File: config.mk
export PLATFORM = sky130hd
export DESIGN_NAME = rle_line_run_finder
export DESIGN_NICKNAME = d
export VERILOG_FILES = /design/src/rtl/rle_pkg.sv /design/src/rtl/rle_run_tracker.sv /design/src/rtl/rle_line_run_finder.sv
export SDC_FILE = /design/constraint.sdc
export NUM_CORES = 1
export LEC_CHECK = 0
export BUFFER_PORTS_ARGS = -buffer_cell sky130_fd_sc_hd__clkbuf_2
export CAP_MARGIN = 25
export CORE_MARGIN = 3
export CORE_UTILIZATION = 45
export CTS_BUF_LIST = sky130_fd_sc_hd__clkbuf_4 sky130_fd_sc_hd__clkbuf_8
export DETAILED_ROUTE_END_ITERATION = 7
export GPL_TIMING_DRIVEN = 0
export PLACE_DENSITY = 0.64
export REMOVE_ABC_BUFFERS = 1
export SETUP_SLACK_MARGIN = 0.15
export SLEW_MARGIN = 0
export SYNTH_ARGS = -nofsm -noshare
export SYNTH_HDL_FRONTEND = slang
export SYNTH_SLANG_ARGS = --single-unit
File: constraint.sdc
create_clock -name CLK -period 12.5 [get_ports CLK]
set_clock_uncertainty 0.15 [all_clocks]
set_input_delay 2.5 -clock CLK [delete_from_list [all_inputs] [get_ports CLK]]
set_output_delay 2.5 -clock CLK [all_outputs]
set_load 0.02 [all_outputs]
File: src/rtl/rle_pkg.sv
// Shared constants and width helper for the per-line run-length analyser.
// Optional gap-merge build is selected with RLE_GAP_MERGE_EN.
package rle_pkg;

  localparam int DEF_IMAGE_W  = 640;
  localparam int DEF_MIN_SIZE = 60;
  localparam int DEF_MAX_GAP  = 4;

  // Smallest n with 2**n >= value; 0 for value <= 1.
  function automatic int rle_clog2(input int value);
    int result;
    result = 0;
    for (int i = 0; i < 31; i++) begin
      if ((1 << i) < value) result = i + 1;
    end
    return result;
  endfunction

endpackage

File: src/rtl/rle_run_tracker.sv
// One channel's current/best run state for a single image line.
// With RLE_GAP_MERGE_EN defined, zero gaps of up to MAX_GAP pixels are bridged.
module rle_run_tracker
  import rle_pkg::*;
#(
  parameter int W = 11
`ifdef RLE_GAP_MERGE_EN
  ,
  parameter int MAX_GAP = DEF_MAX_GAP
`endif
) (
  input  logic         CLK,
  input  logic         RESET,
  input  logic         en_i,
  input  logic         clear_i,
  input  logic         last_i,
  input  logic [W-1:0] col_i,
  input  logic         pixel_i,
  output logic [W-1:0] best_start_o,
  output logic [W-1:0] best_len_o
);

  logic [W-1:0] curStart_q, curStart_d, curLen_q, curLen_d;
  logic [W-1:0] bestStart_q, bestStart_d, bestLen_q, bestLen_d;
  logic [W-1:0] baseCurStart, baseCurLen, baseBestStart, baseBestLen;
  logic         closeRun;

`ifdef RLE_GAP_MERGE_EN
  localparam int GW = (rle_clog2(MAX_GAP + 1) < 1) ? 1 : rle_clog2(MAX_GAP + 1);
  localparam logic [GW-1:0] GAP_LIMIT = GW'(MAX_GAP);

  logic [GW-1:0] gap_q, gap_d, baseGap;
`endif

  // Start-of-frame clears the channel before this pixel is applied, so the
  // update is computed from a "base" state that is either the registers or zero.
  always_comb begin
    baseCurStart  = clear_i ? '0 : curStart_q;
    baseCurLen    = clear_i ? '0 : curLen_q;
    baseBestStart = clear_i ? '0 : bestStart_q;
    baseBestLen   = clear_i ? '0 : bestLen_q;
    curStart_d    = baseCurStart;
    curLen_d      = baseCurLen;
    bestStart_d   = baseBestStart;
    bestLen_d     = baseBestLen;
    closeRun      = 1'b0;
`ifdef RLE_GAP_MERGE_EN
    baseGap       = clear_i ? '0 : gap_q;
    gap_d         = baseGap;
`endif

    if (pixel_i) begin
      if (baseCurLen == '0) begin
        curStart_d = col_i;
        curLen_d   = W'(1);
      end else begin
`ifdef RLE_GAP_MERGE_EN
        curLen_d = baseCurLen + W'(baseGap) + W'(1);
        gap_d    = '0;
`else
        curLen_d = baseCurLen + W'(1);
`endif
      end
    end else begin
`ifdef RLE_GAP_MERGE_EN
      if (baseCurLen != '0) begin
        if (baseGap == GAP_LIMIT) closeRun = 1'b1;
        else                      gap_d    = baseGap + GW'(1);
      end
`else
      closeRun = 1'b1;
`endif
    end

    // Strict compare keeps the earliest run on ties.
    if (closeRun) begin
      if (baseCurLen > baseBestLen) begin
        bestStart_d = baseCurStart;
        bestLen_d   = baseCurLen;
      end
      curLen_d = '0;
`ifdef RLE_GAP_MERGE_EN
      gap_d    = '0;
`endif
    end

    // Line-final view: the open run closes as well, any pending gap excluded.
    best_start_o = bestStart_d;
    best_len_o   = bestLen_d;
    if (curLen_d > bestLen_d) begin
      best_start_o = curStart_d;
      best_len_o   = curLen_d;
    end
  end

  always_ff @(posedge CLK) begin
    if (RESET || (en_i && last_i)) begin
      curStart_q  <= '0;
      curLen_q    <= '0;
      bestStart_q <= '0;
      bestLen_q   <= '0;
`ifdef RLE_GAP_MERGE_EN
      gap_q       <= '0;
`endif
    end else if (en_i) begin
      curStart_q  <= curStart_d;
      curLen_q    <= curLen_d;
      bestStart_q <= bestStart_d;
      bestLen_q   <= bestLen_d;
`ifdef RLE_GAP_MERGE_EN
      gap_q       <= gap_d;
`endif
    end
  end

endmodule

File: src/rtl/rle_line_run_finder.sv
// Per-line longest-run finder over NCH binary mask channels with a minimum-size filter.
// Define RLE_GAP_MERGE_EN to bridge short zero dropouts inside a run.
module rle_line_run_finder
  import rle_pkg::*;
#(
  parameter int IMAGE_W  = DEF_IMAGE_W,
  parameter int NCH      = 4,
  parameter int W        = 11,
  parameter int LINE_W   = 10,
  parameter int MIN_SIZE = DEF_MIN_SIZE,
  parameter int MAX_GAP  = DEF_MAX_GAP
) (
  input  logic              CLK,
  input  logic              RESET,
  input  logic              pix_valid,
  input  logic              sof,
  input  logic [NCH-1:0]    pix_in,
  output logic              line_done,
  output logic [LINE_W-1:0] line_idx,
  output logic [NCH-1:0]    run_found,
  output logic [NCH*W-1:0]  run_start,
  output logic [NCH*W-1:0]  run_len
);

  localparam logic [W-1:0] LAST_COL = W'(IMAGE_W - 1);
  localparam logic [W-1:0] MIN_LEN  = W'(MIN_SIZE);

  generate
    if (W < rle_clog2(IMAGE_W + 1) || MAX_GAP < 0) begin : g_param_check
      $error("rle_line_run_finder: W too narrow for IMAGE_W or MAX_GAP negative");
    end
  endgenerate

  logic [W-1:0]      col_q, col_d, colEff;
  logic [LINE_W-1:0] lineCnt_q, lineEff;
  logic              lastCol;

  logic              lineDone_q;
  logic [LINE_W-1:0] lineIdx_q;
  logic [NCH-1:0]    runFound_q, found_d;
  logic [NCH*W-1:0]  runStart_q, runLen_q, start_d, len_d;

  logic [W-1:0] bestStart [NCH];
  logic [W-1:0] bestLen   [NCH];

  // A qualified sof forces this pixel to column 0 of line 0.
  always_comb begin
    colEff  = sof ? '0 : col_q;
    lineEff = sof ? '0 : lineCnt_q;
    lastCol = (colEff == LAST_COL);
    col_d   = lastCol ? '0 : colEff + W'(1);
  end

  genvar c;
  generate
    for (c = 0; c < NCH; c++) begin : g_ch
      rle_run_tracker #(
        .W       (W)
`ifdef RLE_GAP_MERGE_EN
        ,
        .MAX_GAP (MAX_GAP)
`endif
      ) u_tracker (
        .CLK          (CLK),
        .RESET        (RESET),
        .en_i         (pix_valid),
        .clear_i      (sof),
        .last_i       (lastCol),
        .col_i        (colEff),
        .pixel_i      (pix_in[c]),
        .best_start_o (bestStart[c]),
        .best_len_o   (bestLen[c])
      );
    end
  endgenerate

  always_comb begin
    found_d = '0;
    start_d = '0;
    len_d   = '0;
    for (int i = 0; i < NCH; i++) begin
      found_d[i] = (bestLen[i] >= MIN_LEN);
      if (found_d[i]) begin
        start_d[i*W +: W] = bestStart[i];
        len_d[i*W +: W]   = bestLen[i];
      end
    end
  end

  // Results are registered only on the last column; line_done is a one-cycle pulse.
  always_ff @(posedge CLK) begin
    if (RESET) begin
      col_q      <= '0;
      lineCnt_q  <= '0;
      lineDone_q <= 1'b0;
      lineIdx_q  <= '0;
      runFound_q <= '0;
      runStart_q <= '0;
      runLen_q   <= '0;
    end else begin
      lineDone_q <= 1'b0;
      if (pix_valid) begin
        col_q <= col_d;
        if (lastCol) begin
          lineDone_q <= 1'b1;
          lineIdx_q  <= lineEff;
          runFound_q <= found_d;
          runStart_q <= start_d;
          runLen_q   <= len_d;
          lineCnt_q  <= lineEff + LINE_W'(1);
        end else begin
          lineCnt_q  <= lineEff;
        end
      end
    end
  end

  assign line_done = lineDone_q;
  assign line_idx  = lineIdx_q;
  assign run_found = runFound_q;
  assign run_start = runStart_q;
  assign run_len   = runLen_q;

endmodule
## Word level (Yosys, flattened, before mapping)

Index checks and enable logic that the tools add are counted.

| storage, ports and cells | value |
|---|---|
| word-level logic and storage cells | 120 |
| flip-flop bits (word level) | 300 |

| operators by class | value |
|---|---|
| eq/ne operators | 1 |
| bitwise operators | 1 |
| mux-type cells | 69 |
| magnitude comparators | 12 |
| add/subtract/negate cells | 6 |
| reduce and logical (&&, ||, !) cells | 8 |

Operators with widths:

| kind | number |
|---|---|
| 11-bit two-way mux | 66 |
| 11-bit > comparator | 8 |
| 11-bit by 1-bit adder with 11-bit output (second input constant) | 5 |
| 11-bit by 6-bit greater-or-equal comparator with 1-bit output (second input constant) | 4 |
| 11-bit logical NOT | 4 |
| 10-bit two-way mux | 2 |
| 11-bit by 10-bit == test with 1-bit output (second input constant) | 1 |
| 10-bit by 1-bit adder with 10-bit output (second input constant) | 1 |
| 2-bit AND reduction | 1 |
| 2-bit OR reduction | 1 |
| 1-bit logical AND | 1 |
| 1-bit logical OR | 1 |
| 1-bit two-way mux | 1 |
| 1-bit inverter | 1 |

## Depth between registers and ports, before layout

| logic depth | value |
|---|---|
| word-level depth | 8 |
| depth in mapped cells | 35 |
| gate-level depth less buffers | 24 |

## By module

From an unflattened synthesis, not the netlist that was laid out.

| second synthesis, totals | value |
|---|---|
| cells, all modules | 2,187 |
| area, all modules | 17,937.2 um2 |

By module, submodules not included:

| module | cells each | times used | area an instance (um2) |
|---|---|---|---|
| rle_run_tracker at g_ch[0].u_tracker ... | 374 | 3 | 3,140.5 |
| rle_line_run_finder | 625 | 1 | 4,987.3 |
| rle_run_tracker at g_ch[3].u_tracker | 440 | 1 | 3,528.4 |

## Least setup slack after synthesis

No wires, ideal clock.

| path | value |
|---|---|
| path kind | input to register |
| start point | in sof |
| end point | reg runLen_q[22], in the netlist run_len[22] |
| stages | 31 |
| path slack | 2.643 ns |
| setup time | 0.119 ns |
| data arrival time | 9.587 ns |
| path buffers | 12 |
| path through | buf_6 buf_6 clkbuf_1 clkbuf_1 clkbuf_1 clkbuf_1 clkbuf_1 clkbuf_1 clkbuf_1 nor2b_1 ha_1 nand3_1 a211o_1 o211ai_1 o311ai_4 nor2_1 clkbuf_1 mux2_2 ha_1 nand2b_1 a211oi_1 nor3_1 or3_1 clkbuf_1 o2111a_1 a311o_1 a311o_1 nor4b_2 a21o_1 buf_2 o21ai_1 |

| on the way | value |
|---|---|
| word-level cells in the longest chain between the ends | 8 |
| elaborated cells between the ends (all ways) | 16 |
| those cells by class | add/sub (1); order compare (3); eq/ne (1); mux (9); reduce/logical (2) |

Ends and longest elaborated chain:

| element | RTL line | text |
|---|---|---|
| start, declared | rle_line_run_finder.sv:16 | `input logic sof,` |
| 11-bit two-way mux, on equally long branches | rle_run_tracker.sv:39, rle_run_tracker.sv:41 |  |
| 11-bit by 1-bit adder with 11-bit output (tied with other cells) | rle_run_tracker.sv:61 | `curLen_d = baseCurLen + W'(1);` |
| 11-bit two-way mux, on equally long branches | rle_run_tracker.sv:53, rle_run_tracker.sv:77 |  |
| 11-bit two-way mux | rle_run_tracker.sv:76 | `if (closeRun) begin` |
| 11-bit > comparator | rle_run_tracker.sv:90 | `if (curLen_d > bestLen_d) begin` |
| 11-bit two-way mux | rle_run_tracker.sv:90 |  |
| 11-bit by 6-bit greater-or-equal comparator with 1-bit output | rle_line_run_finder.sv:82 | `found_d[i] = (bestLen[i] >= MIN_LEN);` |
| 11-bit two-way mux | rle_line_run_finder.sv:83 | `if (found_d[i]) begin` |
| end signal, assigned | rle_line_run_finder.sv:109 | `runLen_q <= len_d;` |
| end, declared | rle_line_run_finder.sv:41 | `logic [NCH*W-1:0] runStart_q, runLen_q, start_d, len_d;` |

Several ways; a longest one is shown, not always the timed one.
A chain may end at the register's enable or synchronous reset.

## Worst setup path in the final report

| path | value |
|---|---|
| start point | in sof |
| end point | reg runStart_q[8], in the netlist run_start[8] |

| on the way | value |
|---|---|
| word-level cells in the longest chain between the ends | 8 |
| elaborated cells between the ends (all ways) | 23 |
| those cells by class | add/sub (1); order compare (3); eq/ne (1); mux (16); reduce/logical (2) |

Ends and longest elaborated chain:

| element | RTL line | text |
|---|---|---|
| 11-bit two-way mux, on equally long branches | rle_run_tracker.sv:39, rle_run_tracker.sv:41 |  |
| 11-bit by 1-bit adder with 11-bit output (tied with other cells) | rle_run_tracker.sv:61 |  |
| 11-bit two-way mux, on equally long branches | rle_run_tracker.sv:53, rle_run_tracker.sv:77 |  |
| 11-bit two-way mux | rle_run_tracker.sv:76 |  |
| 11-bit > comparator | rle_run_tracker.sv:90 |  |
| 11-bit two-way mux | rle_run_tracker.sv:90 |  |
| 11-bit by 6-bit greater-or-equal comparator with 1-bit output | rle_line_run_finder.sv:82 |  |
| 11-bit two-way mux | rle_line_run_finder.sv:83 |  |
| end signal, assigned | rle_line_run_finder.sv:108 | `runStart_q <= start_d;` |
| end, declared | rle_line_run_finder.sv:41 |  |

Several ways; a longest one is shown, not always the timed one.

==> impl_metrics.prom <==
# TYPE chip_impl_metric gauge
chip_impl_metric{name="first_drt_pass_iteration_count",unit=""} 7
chip_impl_metric{name="worstPathMaxFanout",unit=""} 73
chip_impl_metric{name="overflow",unit=""} 0
chip_impl_metric{name="numClockSinks",unit=""} 300
chip_impl_metric{name="chipHeight",unit="µm"} 198
chip_impl_info{name="layout_commonest_cell",value="sky130_fd_sc_hd__nor2_1"} 1
chip_impl_info{name="grt_setup_unrepaired",value="false"} 1
chip_impl_metric{name="cap_violations",unit=""} 0
chip_impl_metric{name="area.growth.synth_to_final",unit="%"} 12.1
chip_impl_metric{name="syn-mean-instance-area",unit="µm²"} 7.89
chip_impl_metric{name="achievable-frequency",unit="MHz"} 94.9
chip_impl_metric{name="ctsHtreeMaxLevel",unit=""} 2
chip_impl_metric{name="cp_data_arrival_time",unit="ns"} 10.86
chip_impl_metric{name="initialDrtViolationCount",unit=""} 1354
chip_impl_metric{name="antenna_found_initial",unit=""} 0
chip_impl_metric{name="detail_route.drc_violations",unit=""} 0
chip_impl_metric{name="place.detailed.hpwl",unit="µm"} 32400
chip_impl_metric{name="worst-path-buf-inv",unit=""} 6
chip_impl_info{name="cts_root_buffer",value="sky130_fd_sc_hd__clkbuf_8"} 1
chip_impl_metric{name="final.setup.worst_slack",unit="ns"} 1.97
chip_impl_metric{name="track_usage",unit="%"} 24.6
chip_impl_metric{name="clk_path_buf_depth",unit=""} 3
chip_impl_metric{name="synth.ff_latch_count",unit=""} 300
chip_impl_metric{name="ant_nets",unit=""} 0
chip_impl_metric{name="final_layout_size_suffix_gt1_share",unit="%"} 12.1
chip_impl_metric{name="gpl.final_weighted_congestion",unit=""} 0.926
chip_impl_metric{name="worst_slew_margin_relative_to_its_limit",unit="%"} 27.9
chip_impl_metric{name="maximum_number_of_pins_on_one_net_before_global_route_repair",unit=""} 115
chip_impl_info{name="tritoncts",value="done"} 1
chip_impl_metric{name="placement.setup.worst_slack",unit="ns"} 1.54
chip_impl_metric{name="post_cts.repair.setup_buffers",unit=""} 0
chip_impl_metric{name="floorplan.initialDensity",unit="%"} 46.0
chip_impl_metric{name="wl",unit="µm"} 48900
chip_impl_metric{name="timing.final.setup_violations",unit=""} 0
chip_impl_info{name="cp-start-kind",value="input pin"} 1
chip_impl_info{name="most_frequent_cells_in_the_layout",value="sky130_fd_sc_hd__nor2_1 (351), sky130_fd_sc_hd__dfxtp_1 (300), sky130_fd_sc_hd__nand2_1 (203)"} 1
chip_impl_metric{name="cp_data_required_time",unit="ns"} 12.83
chip_impl_metric{name="worstSkewPairLatency",unit="ns"} 0.63
chip_impl_info{name="synthFlopType",value="sky130_fd_sc_hd__dfxtp_1"} 1
chip_impl_info{name="type_of_the_most_critical_hold_path",value="reg -> reg"} 1
chip_impl_metric{name="leakagePower",unit="nW"} 7.23
chip_impl_metric{name="clock_transition_at_the_registers_of_the_reported_paths",unit="ns"} 0.06
chip_impl_info{name="run_status",value="completed"} 1
chip_impl_metric{name="std_cell_rows",unit=""} 69
chip_impl_info{name="yosys.area.top_type",value="sky130_fd_sc_hd__dfxtp_1"} 1
chip_impl_metric{name="cts_repair_resize_count",unit=""} 0
chip_impl_metric{name="placedInstanceArea",unit="mm²"} 0.0174
chip_impl_metric{name="place.detailed.instances",unit=""} 2532
chip_impl_metric{name="core_region_area",unit="mm²"} 0.0359
chip_impl_metric{name="synth-edff-count",unit=""} 0
chip_impl_metric{name="synthesis.yosys.warnings",unit=""} 0
chip_impl_info{name="critPathMostFrequentCell",value="sky130_fd_sc_hd__nand2_1"} 1
chip_impl_metric{name="antenna_diode_count",unit=""} 0
chip_impl_metric{name="synth_top_area_share",unit="%"} 36.3
chip_impl_metric{name="grt_pass1_vias",unit=""} 14900
chip_impl_metric{name="period_needed",unit="ns"} 10.53
chip_impl_metric{name="syn_inst",unit=""} 2094
chip_impl_metric{name="tightestPinTransition",unit="ns"} 1.07
chip_impl_metric{name="first_pass_grt_wire_length",unit="µm"} 78900
chip_impl_metric{name="multi_input_comb_area",unit="mm²"} 0.00971
chip_impl_metric{name="p_per_area",unit="mW/mm²"} 121
chip_impl_metric{name="number_of_buffers_created_by_cts",unit=""} 51
chip_impl_info{name="leading_cell_types_by_total_area_after_synthesis",value="sky130_fd_sc_hd__dfxtp_1 (36%), sky130_fd_sc_hd__nor2_1 (8.0%), sky130_fd_sc_hd__ha_1 (6.8%)"} 1
chip_impl_metric{name="holdBufCountCts",unit=""} 0
chip_impl_metric{name="placement.io_buffers",unit=""} 110
chip_impl_metric{name="period_share",unit="%"} 84.3
chip_impl_metric{name="synth_cell_types",unit=""} 73
chip_impl_metric{name="design.die.area",unit="mm²"} 0.0391
chip_impl_info{name="endpoint_kind",value="flop"} 1
chip_impl_metric{name="instances_no_fill",unit=""} 2627
chip_impl_metric{name="via_to_cell_ratio",unit=""} 5.90
chip_impl_info{name="critical-path-slowest-cell",value="sky130_fd_sc_hd__nor2_1"} 1
chip_impl_metric{name="async_flop_share",unit="%"} 0
chip_impl_metric{name="fin_nets",unit=""} 2223
chip_impl_metric{name="vias",unit=""} 15500
chip_impl_metric{name="die_width",unit="µm"} 198
chip_impl_metric{name="boundary_pins",unit=""} 111
chip_impl_metric{name="final-hold-violation-count",unit=""} 0
chip_impl_metric{name="sequential_area_share_after_synthesis",unit="%"} 36.3
chip_impl_metric{name="totalPowerFinal",unit="mW"} 2.24
chip_impl_metric{name="slowest_delay",unit="ns"} 0.76
chip_impl_metric{name="drv_slew",unit=""} 0
chip_impl_metric{name="avgRoutedWirePerCell",unit="µm"} 18.6
chip_impl_metric{name="filler_instances",unit=""} 3488
chip_impl_metric{name="seqCellArea",unit="mm²"} 0.00601
chip_impl_metric{name="ir_worst_vdd",unit="mV"} 0.0589
chip_impl_metric{name="finalInstanceArea",unit="mm²"} 0.0185
chip_impl_info{name="timing.setup.critical_path_class",value="in -> reg"} 1
chip_impl_metric{name="post_synth_instance_area",unit="mm²"} 0.0165
chip_impl_info{name="cpLargestDelayFamily",value="simple AND/OR/NAND/NOR gates"} 1
[stage by stage]
stage                     utilization (%)  hold WS [ns]  setup TNS [ns]
final                                51.6         0.297               0
after global routing                 51.6         0.312               0
after CTS                            51.6         0.301               0
after detailed placement             48.4         0.293               0
after global placement               47.4         0.286         -297.75
after floorplan                         -         0.287               0
[cells in the mapped netlist (8+ instances only)]
| library cell | number |
|---|---|
| sky130_fd_sc_hd__o22ai_1 | 15 |
| sky130_fd_sc_hd__and3_1 | 17 |
| sky130_fd_sc_hd__nand2_1 | 204 |
| sky130_fd_sc_hd__xnor2_1 | 26 |
| sky130_fd_sc_hd__nand4_1 | 11 |
| sky130_fd_sc_hd__ha_1 | 90 |
| sky130_fd_sc_hd__o21a_1 | 13 |
| sky130_fd_sc_hd__mux2_2 | 13 |
| sky130_fd_sc_hd__a32oi_1 | 41 |
| sky130_fd_sc_hd__mux2i_1 | 57 |
| sky130_fd_sc_hd__nand3_1 | 46 |
| sky130_fd_sc_hd__buf_1 | 11 |
| sky130_fd_sc_hd__nor2_1 | 353 |
| sky130_fd_sc_hd__clkbuf_1 | 137 |
| sky130_fd_sc_hd__o221ai_1 | 23 |
| sky130_fd_sc_hd__a211oi_1 | 55 |
| sky130_fd_sc_hd__a31oi_1 | 8 |
| sky130_fd_sc_hd__a22o_1 | 11 |
| sky130_fd_sc_hd__inv_1 | 56 |
| sky130_fd_sc_hd__nor2b_1 | 46 |
| sky130_fd_sc_hd__a21o_1 | 10 |
| sky130_fd_sc_hd__o22a_1 | 11 |
| sky130_fd_sc_hd__or3_1 | 29 |
| sky130_fd_sc_hd__a22oi_1 | 52 |
| sky130_fd_sc_hd__a21oi_1 | 97 |
| sky130_fd_sc_hd__a311oi_1 | 11 |
| sky130_fd_sc_hd__and2_1 | 14 |
| sky130_fd_sc_hd__o21ai_1 | 15 |
| sky130_fd_sc_hd__nand2b_1 | 20 |
| sky130_fd_sc_hd__o21ai_0 | 94 |
| sky130_fd_sc_hd__nor4_1 | 14 |
| sky130_fd_sc_hd__xor2_1 | 23 |
| sky130_fd_sc_hd__nor3_1 | 74 |
| sky130_fd_sc_hd__dfxtp_1 | 300 |
[worst paths after layout]
check	start	end	slack, ns	cells past startpoint
worst max-delay path	sof	run_start[8]	1.97	25
worst min-delay path	run_start[29]	run_start[29]	0.30	2
worst max register to register	g_ch[0].u_tracker.curLen_q[5]	run_start[8]	5.13	23
worst min register to register	run_start[29]	run_start[29]	0.30	2
[area by class of cell]
cell class                 count  area share [%]
inverter                      60            1.24
clock inverter                16            1.01
sequential                   300            32.4
timing repair buffer         134            4.63
clock buffer                  78            5.19
multi-input combinational   1578            52.4
tap                          461            3.11
[metal layers]
| layer | wire [µm] | vias up | track usage (%) |
|---|---|---|---|
| met4 | 1150 | 0 | 8.15 |
| met2 | 21700 | 505 | 39.4 |
| met3 | 2900 | 73 | 3.46 |
| met5 | 0 | - | 0 |
| met1 | 23100 | 7349 | 34.2 |
| li1 | - | 7563 | - |
[worst min-delay path: stages, from the launching register on]
cell and delay (ns):
sky130_fd_sc_hd__dfxtp_1 0.31, sky130_fd_sc_hd__nand2_1 0.05, sky130_fd_sc_hd__o21ai_1 0.05
[registers in the layout, indices dropped and copies added, names as in the netlist]
signal / count
line_idx: 10
lineCnt_q: 10
line_done: 1
run_start: 44
run_found: 4
g_ch.u_tracker.bestStart_q: 44
g_ch.u_tracker.curLen_q: 44
g_ch.u_tracker.curStart_q: 44
g_ch.u_tracker.bestLen_q: 44
run_len: 44
col_q: 11
[power by group]
part           internal [mW]  switching, mW  leakage [nW]  total [mW]
Clock                  0.574          0.415         0.606       0.988
Combinational         0.0865          0.200          4.20       0.287
Sequential             0.962        0.00476          2.42       0.967
[cell families after synthesis]
kind of cell    after synthesis  share of synthesized area (%)
fa+ha+maj                    90                           6.81
compound gates              512                           21.4
xor+xnor                     49                           2.60
flops                       300                           36.3
mux                          70                           4.34
simple gates                857                           23.4
buf+inv                     216                           5.12
Note: power is estimated with default switching activity, not from simulation.
